### config.mk
export PLATFORM = sky130hd
export DESIGN_NAME = mips_reg_dump
export DESIGN_NICKNAME = d
export VERILOG_FILES = /design/src/rtl/mips_reg_dump_pkg.sv /design/src/rtl/mips_reg_dump_uart_tx_byte.sv /design/src/rtl/mips_reg_dump.sv
export SDC_FILE = /design/constraint.sdc
export NUM_CORES = 1
export LEC_CHECK = 0
export ABC_AREA = 1
export CORE_ASPECT_RATIO = 1.1
export CORE_UTILIZATION = 45
export DETAILED_ROUTE_END_ITERATION = 10
export PLACE_DENSITY = 0.69
export REMOVE_ABC_BUFFERS = 1
export SYNTH_ARGS = -nofsm -noshare
export SYNTH_HDL_FRONTEND = slang
export SYNTH_HIERARCHICAL = 1
export SYNTH_SLANG_ARGS = --single-unit
### constraint.sdc
create_clock -name clk -period 3.7 [get_ports clk]
set_input_delay 0.37 -clock clk [delete_from_list [all_inputs] [get_ports clk]]
set_output_delay 0.37 -clock clk [all_outputs]
set_load 0.05 [all_outputs]
### src/rtl/mips_reg_dump_pkg.sv
// Shared constants for the MIPS register dump block: record header, UART frame size, FSM states.
package mips_reg_dump_pkg;

   // Header byte that marks the trailing PC record
   localparam logic [7:0] HDR_PC = 8'hFF;

   // Start + 8 data + stop
   localparam int unsigned UART_FRAME_BITS = 10;

   // Dump FSM state encodings
   localparam logic [2:0] StIdle    = 3'd0;
   localparam logic [2:0] StSetup   = 3'd1;
   localparam logic [2:0] StCapture = 3'd2;
   localparam logic [2:0] StSend    = 3'd3;
   localparam logic [2:0] StNext    = 3'd4;
   localparam logic [2:0] StFin     = 3'd5;

endpackage

### src/rtl/mips_reg_dump_uart_tx_byte.sv
// 8N1 UART transmitter for one byte at a time with a valid/ready handshake.
module uart_tx_byte
   import mips_reg_dump_pkg::*;
#(
   parameter int unsigned CLKS_PER_BIT = 868
) (
   input  logic       clk,
   input  logic       reset,
   input  logic       tx_valid,
   input  logic [7:0] tx_data,
   output logic       tx_ready,
   output logic       tx
);

   localparam int unsigned BaudW = (CLKS_PER_BIT > 1) ? $clog2(CLKS_PER_BIT) : 1;

   logic              active_q, active_d;
   logic [9:0]        shift_q, shift_d;
   logic [3:0]        bit_cnt_q, bit_cnt_d;
   logic [BaudW-1:0]  baud_cnt_q, baud_cnt_d;

   // Load a byte when idle, then shift one frame bit out every CLKS_PER_BIT cycles
   always_comb begin
      active_d   = active_q;
      shift_d    = shift_q;
      bit_cnt_d  = bit_cnt_q;
      baud_cnt_d = baud_cnt_q;
      if (!active_q) begin
         if (tx_valid) begin
            active_d   = 1'b1;
            shift_d    = {1'b1, tx_data, 1'b0};
            bit_cnt_d  = '0;
            baud_cnt_d = '0;
         end
      end else if (baud_cnt_q == BaudW'(CLKS_PER_BIT - 1)) begin
         baud_cnt_d = '0;
         if (bit_cnt_q == 4'(UART_FRAME_BITS - 1)) begin
            // Last cycle of the stop bit: ready rises on the next cycle
            active_d  = 1'b0;
            bit_cnt_d = '0;
         end else begin
            bit_cnt_d = bit_cnt_q + 4'd1;
            shift_d   = {1'b1, shift_q[9:1]};
         end
      end else begin
         baud_cnt_d = baud_cnt_q + BaudW'(1);
      end
   end

   // Transmitter state; reset aborts any byte in flight
   always_ff @(posedge clk or negedge reset) begin
      if (!reset) begin
         active_q   <= 1'b0;
         shift_q    <= '1;
         bit_cnt_q  <= '0;
         baud_cnt_q <= '0;
      end else begin
         active_q   <= active_d;
         shift_q    <= shift_d;
         bit_cnt_q  <= bit_cnt_d;
         baud_cnt_q <= baud_cnt_d;
      end
   end

   assign tx_ready = !active_q;
   assign tx       = active_q ? shift_q[0] : 1'b1;

endmodule

### src/rtl/mips_reg_dump.sv
// Sweeps the core's peek_addr over all registers, captures each value and streams
// register records followed by a PC record out of a UART.
module mips_reg_dump
   import mips_reg_dump_pkg::*;
#(
   parameter int unsigned CLKS_PER_BIT = 868,
   parameter int unsigned SETTLE       = 2,
   parameter int unsigned NUM_REGS     = 32
) (
   input  logic        clk,
   input  logic        reset,
   input  logic        start,
   input  logic        done,
   input  logic [31:0] show,
   input  logic [31:0] PC,
   output logic [4:0]  peek_addr,
   output logic        tx,
   output logic        busy,
   output logic        frame_done
);

   logic [2:0]  state_q, state_d;
   logic [5:0]  idx_q, idx_d;
   logic [7:0]  settle_q, settle_d;
   logic [2:0]  byte_cnt_q, byte_cnt_d;
   logic [31:0] word_q, word_d;
   logic [4:0]  peek_q, peek_d;
   logic        busy_q, busy_d;
   logic        done_q;
   logic        trigger, is_pc;
   logic        tx_valid, tx_ready;
   logic [7:0]  tx_data;
   logic [7:0]  header;

   // A simultaneous start and done edge collapse into one trigger
   assign trigger = start | (done & ~done_q);
   assign is_pc   = (idx_q == 6'(NUM_REGS));
   assign header  = is_pc ? HDR_PC : {3'b000, idx_q[4:0]};
   assign tx_valid = (state_q == StSend);

   // Select the record byte currently offered to the UART
   always_comb begin
      tx_data = header;
      unique case (byte_cnt_q)
         3'd0:    tx_data = header;
         3'd1:    tx_data = word_q[31:24];
         3'd2:    tx_data = word_q[23:16];
         3'd3:    tx_data = word_q[15:8];
         3'd4:    tx_data = word_q[7:0];
         default: tx_data = header;
      endcase
   end

   // Dump sequencing: settle, capture, send five bytes, advance
   always_comb begin
      state_d    = state_q;
      idx_d      = idx_q;
      settle_d   = settle_q;
      byte_cnt_d = byte_cnt_q;
      word_d     = word_q;
      peek_d     = peek_q;
      busy_d     = busy_q;
      unique case (state_q)
         StIdle: begin
            if (trigger) begin
               busy_d   = 1'b1;
               idx_d    = '0;
               peek_d   = '0;
               settle_d = '0;
               state_d  = StSetup;
            end
         end
         StSetup: begin
            if (settle_q == 8'(SETTLE - 1)) begin
               settle_d = '0;
               state_d  = StCapture;
            end else begin
               settle_d = settle_q + 8'd1;
            end
         end
         StCapture: begin
            word_d     = is_pc ? PC : show;
            byte_cnt_d = '0;
            state_d    = StSend;
         end
         StSend: begin
            if (tx_ready) begin
               if (byte_cnt_q == 3'd4) begin
                  byte_cnt_d = '0;
                  state_d    = StNext;
               end else begin
                  byte_cnt_d = byte_cnt_q + 3'd1;
               end
            end
         end
         StNext: begin
            if (is_pc) begin
               // Hold until the final stop bit has fully left the line
               if (tx_ready) begin
                  busy_d  = 1'b0;
                  state_d = StFin;
               end
            end else begin
               idx_d = idx_q + 6'd1;
               if (idx_q + 6'd1 == 6'(NUM_REGS)) begin
                  state_d = StCapture;
               end else begin
                  peek_d  = 5'(idx_q + 6'd1);
                  state_d = StSetup;
               end
            end
         end
         StFin: begin
            state_d = StIdle;
         end
         default: begin
            state_d = StIdle;
         end
      endcase
   end

   // FSM, counters, capture register and edge detector
   always_ff @(posedge clk or negedge reset) begin
      if (!reset) begin
         state_q    <= StIdle;
         idx_q      <= '0;
         settle_q   <= '0;
         byte_cnt_q <= '0;
         word_q     <= '0;
         peek_q     <= '0;
         busy_q     <= 1'b0;
         done_q     <= 1'b0;
      end else begin
         state_q    <= state_d;
         idx_q      <= idx_d;
         settle_q   <= settle_d;
         byte_cnt_q <= byte_cnt_d;
         word_q     <= word_d;
         peek_q     <= peek_d;
         busy_q     <= busy_d;
         done_q     <= done;
      end
   end

   assign peek_addr  = peek_q;
   assign busy       = busy_q;
   assign frame_done = (state_q == StFin);

   uart_tx_byte #(
      .CLKS_PER_BIT(CLKS_PER_BIT)
   ) u_uart (
      .clk     (clk),
      .reset   (reset),
      .tx_valid(tx_valid),
      .tx_data (tx_data),
      .tx_ready(tx_ready),
      .tx      (tx)
   );

endmodule

# After elaboration in Yosys (flattened, before gate mapping)
# Cells that the tools add are included.
[word_totals]
reg_bits = 84
out_inout_bits = 8
word_cells = 102
[op_classes]
add_sub_neg = 5
n_eq_ne = 25
muxes = 44
bitwise = 3
reduce_logical = 13
[op_table]
columns = ["cell", "count"]
rows = [
  ["10-bit two-way mux", 7],
  ["32-bit two-way mux", 1],
  ["8-bit case mux with 4 select lines", 1],
  ["3-bit two-way mux", 8],
  ["8-bit two-way mux", 3],
  ["2-bit != test, second input constant", 9],
  ["4-bit two-way mux", 4],
  ["8-bit case mux with 2 select lines", 1],
  ["5-bit two-way mux", 3],
  ["3-bit case mux with 5 select lines", 1],
  ["3-bit by 2-bit == test with 1-bit output, second input constant", 4],
  ["6-bit == test, second input constant", 2],
  ["6-bit two-way mux", 2],
  ["6-bit case mux with 2 select lines", 1],
  ["10-bit by 1-bit adder with 10-bit output, second input constant", 1],
  ["10-bit == test, second input constant", 1],
  ["5-bit case mux with 2 select lines", 1],
  ["3-bit == test, second input constant", 3],
  ["8-bit by 1-bit adder with 8-bit output, second input constant", 1],
  ["8-bit by 1-bit == test with 1-bit output, second input constant", 1],
  ["1-bit two-way mux", 8],
  ["4-bit AND reduction", 2],
  ["2-bit nonzero test", 4],
  ["6-bit by 1-bit adder with 6-bit output, second input constant", 1],
  ["16 further kinds", 20],
]

# Depth between registers and ports, before layout
# Gate-level depths: netlist of the first run.
[logic_depth]
depth_word = 5
mapped_depth = 12

# Cells and area by module
# Netlist of the first run, hierarchy kept.
[modules_own_cells]
columns = ["mod", "n_inst", "cells_per_inst", "area_each_um2"]
rows = [
  ["mips_reg_dump", 1, 415, 3225.6],
  ["uart_tx_byte", 1, 182, 1385.1],
]

# Worst setup path before layout of the first run
# OpenSTA, ideal clock, no wires.
[synth_timing]
kind = "flip-flop to output port"
startpoint = "register state_q[2]"
endpoint = "output frame_done"
arrival_ps = 1570
t_required_ps = 3330
slack_ps = 1760
path_stages_with_launch = 3
path_cell_list = "dfrtp_1 > inv_2 > nor3_1"
[synth_via]
elab_chain_len = 1
[synth_rtl]
columns = ["item", "line", "rtl"]
rows = [
  ["from (decl)", "mips_reg_dump.sv:22", "logic [2:0] state_q, state_d;"],
  ["from (signal assigned)", "mips_reg_dump.sv:125", "state_q <= StIdle;"],
  ["from (signal assigned)", "mips_reg_dump.sv:134", "state_q <= state_d;"],
  ["3-bit == test", "mips_reg_dump.sv:147", "assign frame_done = (state_q == StFin);"],
  ["to (decl)", "mips_reg_dump.sv:19", "output logic frame_done"],
]
# Every way passes these cells.

# Final worst setup path of the first run
[layout_timing]
startpoint = "register u_uart.active_q"
endpoint = "output tx"
[layout_via]
elab_chain_len = 1
[layout_rtl]
columns = ["item", "line", "rtl"]
rows = [
  ["from (decl)", "mips_reg_dump_uart_tx_byte.sv:17", "logic active_q, active_d;"],
  ["from (signal assigned)", "mips_reg_dump_uart_tx_byte.sv:58", "active_q <= active_d;"],
  ["1-bit two-way mux", "mips_reg_dump_uart_tx_byte.sv:66", "assign tx = active_q ? shift_q[0] : 1'b1;"],
  ["to (decl)", "mips_reg_dump.sv:17", "output logic tx,"],
]
# Every way passes these cells.

==> results of run 1 <==
-- final cells by class --
type | count | area [um2] | area share, %
Inverter | 69 | 259 | 4.64
Multi-Input combinational cell | 425 | 2150 | 38.6
Clock buffer | 10 | 128 | 2.29
Sequential cell | 83 | 2090 | 37.4
Clock inverter | 6 | 42.5 | 0.762
Timing Repair Buffer | 77 | 763 | 13.7
Tap cell | 120 | 150 | 2.69
-- final timing paths --
check,slack (ns),start,end
hold / removal,0.18,reset,u_uart/active_q
setup / recovery,0.81,u_uart/active_q,tx
max in group asynchronous,2.86,reset,word_q[17]
hold reg to reg,0.47,u_uart/shift_q[4],u_uart/shift_q[4]
setup reg to reg,1.43,byte_cnt_q[0],u_uart/shift_q[1]
min in group clk,0.47,u_uart/shift_q[4],u_uart/shift_q[4]
-- per-stage QoR --
step	setup WS [ns]	instances	util [%]	total power (W)	hold WS (ns)
CTS	0.794	790	56.5	0.00165	0.222
floorplan	1.50	577	-	0.000972	0.0744
global route	0.599	790	56.5	0.00170	0.272
finish	0.813	790	56.5	0.00163	0.180
global placement	1.22	774	54.7	0.00107	0.451
detailed placement	1.22	774	54.7	0.00107	0.455
-- logic make-up (layout without fill, tap and decap cells) --
family                     count (synthesis)  after routing  share of synthesized area (%)
and+or+nand+nor                          277            277                           25.9
AOI/OAI and AO/OA                        125            125                           15.4
buffers and inverters                     89            162                           8.01
DFF                                       83             83                           45.3
adders and majority gates                 13             13                           3.53
xor gates and xnor gates                  10             10                           1.90
-- registers in the layout, indices dropped and copies added (netlist names) --
| register | flops |
|---|---|
| busy | 1 |
| byte_cnt_q | 3 |
| done_q | 1 |
| idx_q | 6 |
| peek_addr | 5 |
| settle_q | 8 |
| state_q | 3 |
| u_uart/active_q | 1 |
| u_uart/baud_cnt_q | 10 |
| u_uart/bit_cnt_q | 4 |
| u_uart/shift_q | 9 |
| word_q | 32 |
-- where the power goes --
part	internal, W	total [W]	switching, W
clock network	0.000242	0.000578	0.000336
logic	0.0000741	0.000119	0.0000447
registers	0.000925	0.000932	0.00000675
total	0.00124	0.00163	0.000388
-- layer usage --
layer	wire length, um	part of all wire [%]
met2	5170	49
met4	157	1.5
met1	4900	46
met5	0	0
met3	407	3.8
-- worst max-delay path, delay by kind of cell (launching register included) --
kind                   cells  cell delay [ns]
DFF                        1             0.70
and+or+nand+nor            1             0.37
buffers and inverters      2             1.09
-- layout by cell type, fill, tap and decap left out, types with 5 or more instances in the layout --
master,count
o22ai_1,34
inv_1,59
clkinvlp_4,5
nor2_1,66
clkbuf_8,9
dfrtp_1,74
inv_2,9
o21ai_1,9
o21ai_0,68
ha_1,13
nand3_1,34
a221oi_1,5
nand2_1,149
xor2_1,7
clkdlybuf4s50_1,74
nand4_1,8
dfstp_2,9
==> impl_metrics.toml, run 1 <==
[clocking]
root_buffer = "clkbuf_8"
clk_latency_ns = 0.36
postCtsSetupRepairBufs = 0
clk_pin_slew_ns = 0.09
clk_path_buf_depth = 2
clkSinkCount = 83
cts_repair_resize_count = 0
cts_made_buffers = 9
cts_hold_buf = 0
htree_levels = 3
cts_tree = "built"

[placement]
placed_cell_area_mm2 = 0.00541
portBuffers = 75
dp_hpwl_um = 7790
gp_congestion = 0.878

[setup_path]
path_class = "reg -> out"
cpMaxStageDelayCell = "dfrtp_1"
crit_fanout = 17
worstPathArrival_ns = 2.52
start_kind = "register"
reg2regPathDepth = 11
slowest_delay_ns = 0.70
required_ns = 3.33
path_cells = "inv_1 -> or2_2 -> clkdlybuf4s50_1"
cp-end-kind = "output port"

[grt]
grt_pass1_vias = 3992
grt_max_degree = 84
grtUsageTotal_pct = 21.3
met1_usage_pct = 26.2
grt_pass1_wl_um = 18000
overflow = 0
grt_antenna_before_repair = 0
grt.busiest_layer = "met2"
use_met3_pct = 4.91
grt_use_met2_pct = 37.7

[floorplan]
core-area_mm2 = 0.00989
die_x_um = 98.5
die-area_mm2 = 0.0107
rows = 38
start_util_pct = 46.6
die_h_um = 108
io_pins = 76

[flow_run]
drv_cap = 0

[sta]
fin_worst_skew_ns = 0.0115
maxSlewViolCount = 0
finalSetupTns_ns = 0
hold_viol = 0
fin_crit_ns = 2.89
period_share_pct = 78.0
final-setup-viol-count = 0
rsz0062_at_grt = "no"
clock.fmax_mhz = 346
worst_pin_slew_ns = 1.03
slew_headroom_pct = 31.6

[logic_synthesis]
syn_area_per_cell_um2 = 7.72
syn-cell-area_mm2 = 0.00461
async_flop_share_pct = 100
synth.most_common_cell = "nand2_1"
ys_top_cells_by_count = "149 x nand2_1, 74 x dfrtp_1, 68 x o21ai_0"
synth-warning-count = 6
synth_top_area_share_pct = 40.2
synth_area_leaders = "dfrtp_1 40%, nand2_1 12%, o21ai_0 7.4%"
synth_top_cell_by_area = "dfrtp_1"
synth_edf_count = 0
synth_seq_cells = 83
yosysSeqAreaShare_pct = 45.3
synth_flop_cell = "dfrtp_1"
synthCells = 597
synth_cell_types = 35

[pwr]
p_leak_nw = 2.55
vdd_drop_max_mv = 0.136
powerDensity_mw_per_mm2 = 292

[finish]
layout-drive-gt1-share_pct = 8.36
n_fill_cell = 904
area_delta_synth_final_pct = 21.1
finalInstanceArea_mm2 = 0.00558
antenna_cells = 0
fin_nets = 746

[routing]
route.detailed.drc = 0
via_per_inst = 5.24
dr.first_iter.drc_count = 186
drt-pass1-iter-count = 6
routed_wl_um = 10600
vias = 4142
drtAntennaViolNets = 0
routedWlPerCell_um = 13.5

[hold_path]
hold_class = "in -> async"

[run_status]
outcome = "finished clean"
Power figures use the tool's default switching activity.
==> run 2, diff against run 1 <==
- PLACE_DENSITY: 0.69 -> 0.72
- clock period: 3.7 -> 2.6 ns (I/O delays scaled with it)
==> impl_metrics.toml, run 2 (same netlist as run 1, synthesis figures left out) <==
[run_status]
outcome = "finished clean"

[routing]
drtAntennaViolNets = 0
drt-pass1-iter-count = 8
routedWlPerCell_um = 13.2
via_per_inst = 5.21
routed_wl_um = 10400
vias = 4126
dr.first_iter.drc_count = 242
route.detailed.drc = 0

[pwr]
p_leak_nw = 2.61
vdd_drop_max_mv = 0.205
powerDensity_mw_per_mm2 = 456
power_w = 0.00258

[setup_path]
path_class = "reg -> out"
cp-end-kind = "output port"
path_cells = "inv_2 -> nor3_1 -> clkdlybuf4s50_1"
slowest_delay_ns = 0.84
crit_fanout = 5
worstPathArrival_ns = 1.99
required_ns = 2.34
crit_family = "buffers and inverters"
critical_path_buf_inv_count = 2
cpMaxStageDelayCell = "clkdlybuf4s50_1"
start_kind = "register"

[sta]
fin_worst_skew_ns = 0.00905
setup_ws_ns = 0.346
rsz0062_at_grt = "no"
clock.fmax_mhz = 444
fin_crit_ns = 2.25
worst_pin_slew_ns = 0.980
period_share_pct = 86.7
final-setup-viol-count = 0
maxSlewViolCount = 0
hold_viol = 0
finalSetupTns_ns = 0
slew_headroom_pct = 34.7

[hold_path]
hold_class = "in -> async"

[floorplan]
io_pins = 76
core-area_mm2 = 0.00989
die_h_um = 108
rows = 38
die-area_mm2 = 0.0107
start_util_pct = 46.6
die_x_um = 98.5

[finish]
regMostFlops = "word_q"
layout-drive-gt1-share_pct = 8.63
multi_input_area_mm2 = 0.00215
fin_nets = 749
seq_area_mm2 = 0.00209
final_common_cell = "nand2_1"
layout.cells.most_common_list = "149 x nand2_1, 74 x dfrtp_1, 74 x clkdlybuf4s50_1"
largest_register_ffs = 32
reg_top3 = "word_q x32, u_uart/baud_cnt_q x10, u_uart/shift_q x9"
n_fill_cell = 897
area_delta_synth_final_pct = 22.9
antenna_cells = 0

[placement]
dp_hpwl_um = 7710
dp_slack_ns = 0.551
gp_congestion = 0.856
portBuffers = 75

[clocking]
clk_pin_slew_ns = 0.08
htree_levels = 3
postCtsSetupRepairBufs = 0
cts_made_buffers = 9
root_buffer = "clkbuf_8"
clkSinkCount = 83
cts_hold_buf = 0
cts_repair_resize_count = 0
clk_path_buf_depth = 2
cts_tree = "built"
clk_latency_ns = 0.36

[grt]
overflow = 0
grtUsageTotal_pct = 21.2
grt_pass1_vias = 4005
grt_antenna_before_repair = 0
grt_max_degree = 80
grt_pass1_wl_um = 17800

[flow_run]
drv_cap = 0
run 2: area by class of cell:
cell class                      instances  share of cell area [%]
Clock buffer                           10                    2.25
Clock inverter                          5                    1.81
Inverter                               69                    4.57
Multi-Input combinational cell        425                    38.0
Sequential cell                        83                    36.9
Tap cell                              120                    2.65
Timing Repair Buffer                   80                    13.9
run 2: report_power, final:
group | leakage (nW) | total [W] | internal (W) | switching [W]
Clock | 0.112 | 0.00109 | 0.000631 | 0.000455
Combinational | 1.53 | 0.000171 | 0.000106 | 0.0000646
Sequential | 0.969 | 0.00133 | 0.00132 | 0.00000959
run 2: final timing paths:
path | cells after the start | start | slack, ns | end
hold / removal | 1 | reset | 0.06 | u_uart/baud_cnt_q[1]
max in group asynchronous | 2 | reset | 1.80 | u_uart/shift_q[4]
setup reg to reg | 11 | byte_cnt_q[0] | 0.50 | u_uart/shift_q[2]
hold reg to reg | 2 | u_uart/shift_q[0] | 0.47 | u_uart/shift_q[0]
min in group clk | 1 | done | 0.38 | done_q
setup / recovery | 3 | state_q[2] | 0.35 | frame_done
run 2: stage by stage:
step / std cells / utilization, % / hold WS [ns] / area (um2)
2_1_floorplan: 577 / - / -0.0356 / 4500
3_3_place_gp: 777 / 55.0 / 0.451 / 5440
3_5_place_dp: 777 / 55.0 / 0.456 / 5440
4_1_cts: 792 / 57.3 / 0.0944 / 5670
5_1_grt: 792 / 57.3 / 0.141 / 5670
6_report: 792 / 57.3 / 0.0579 / 5670
run 2: layer usage:
metal / part of all wire, % / wire length (um) / vias to the layer above / GRT usage, %
met5: 0 / 0 / - / 0
met4: 1.8 / 192 / 0 / 9.17
met3: 5.4 / 569 / 21 / 4.91
met2: 49 / 5090 / 139 / 36.2
met1: 44 / 4600 / 1869 / 25.8
li1: - / - / 2097 / -
run 2: worst register-to-register path, stage by stage, from the launching register on:
cell and delay, ns:
dfrtp_1 0.38, inv_1 0.09, ha_1 0.21, nand2_1 0.27, nand2_1 0.09, nor3_1 0.45
o21ai_0 0.17, nand2_1 0.10, nand2_1 0.05, nand2_1 0.06, nand3_1 0.07, nand2_1 0.09
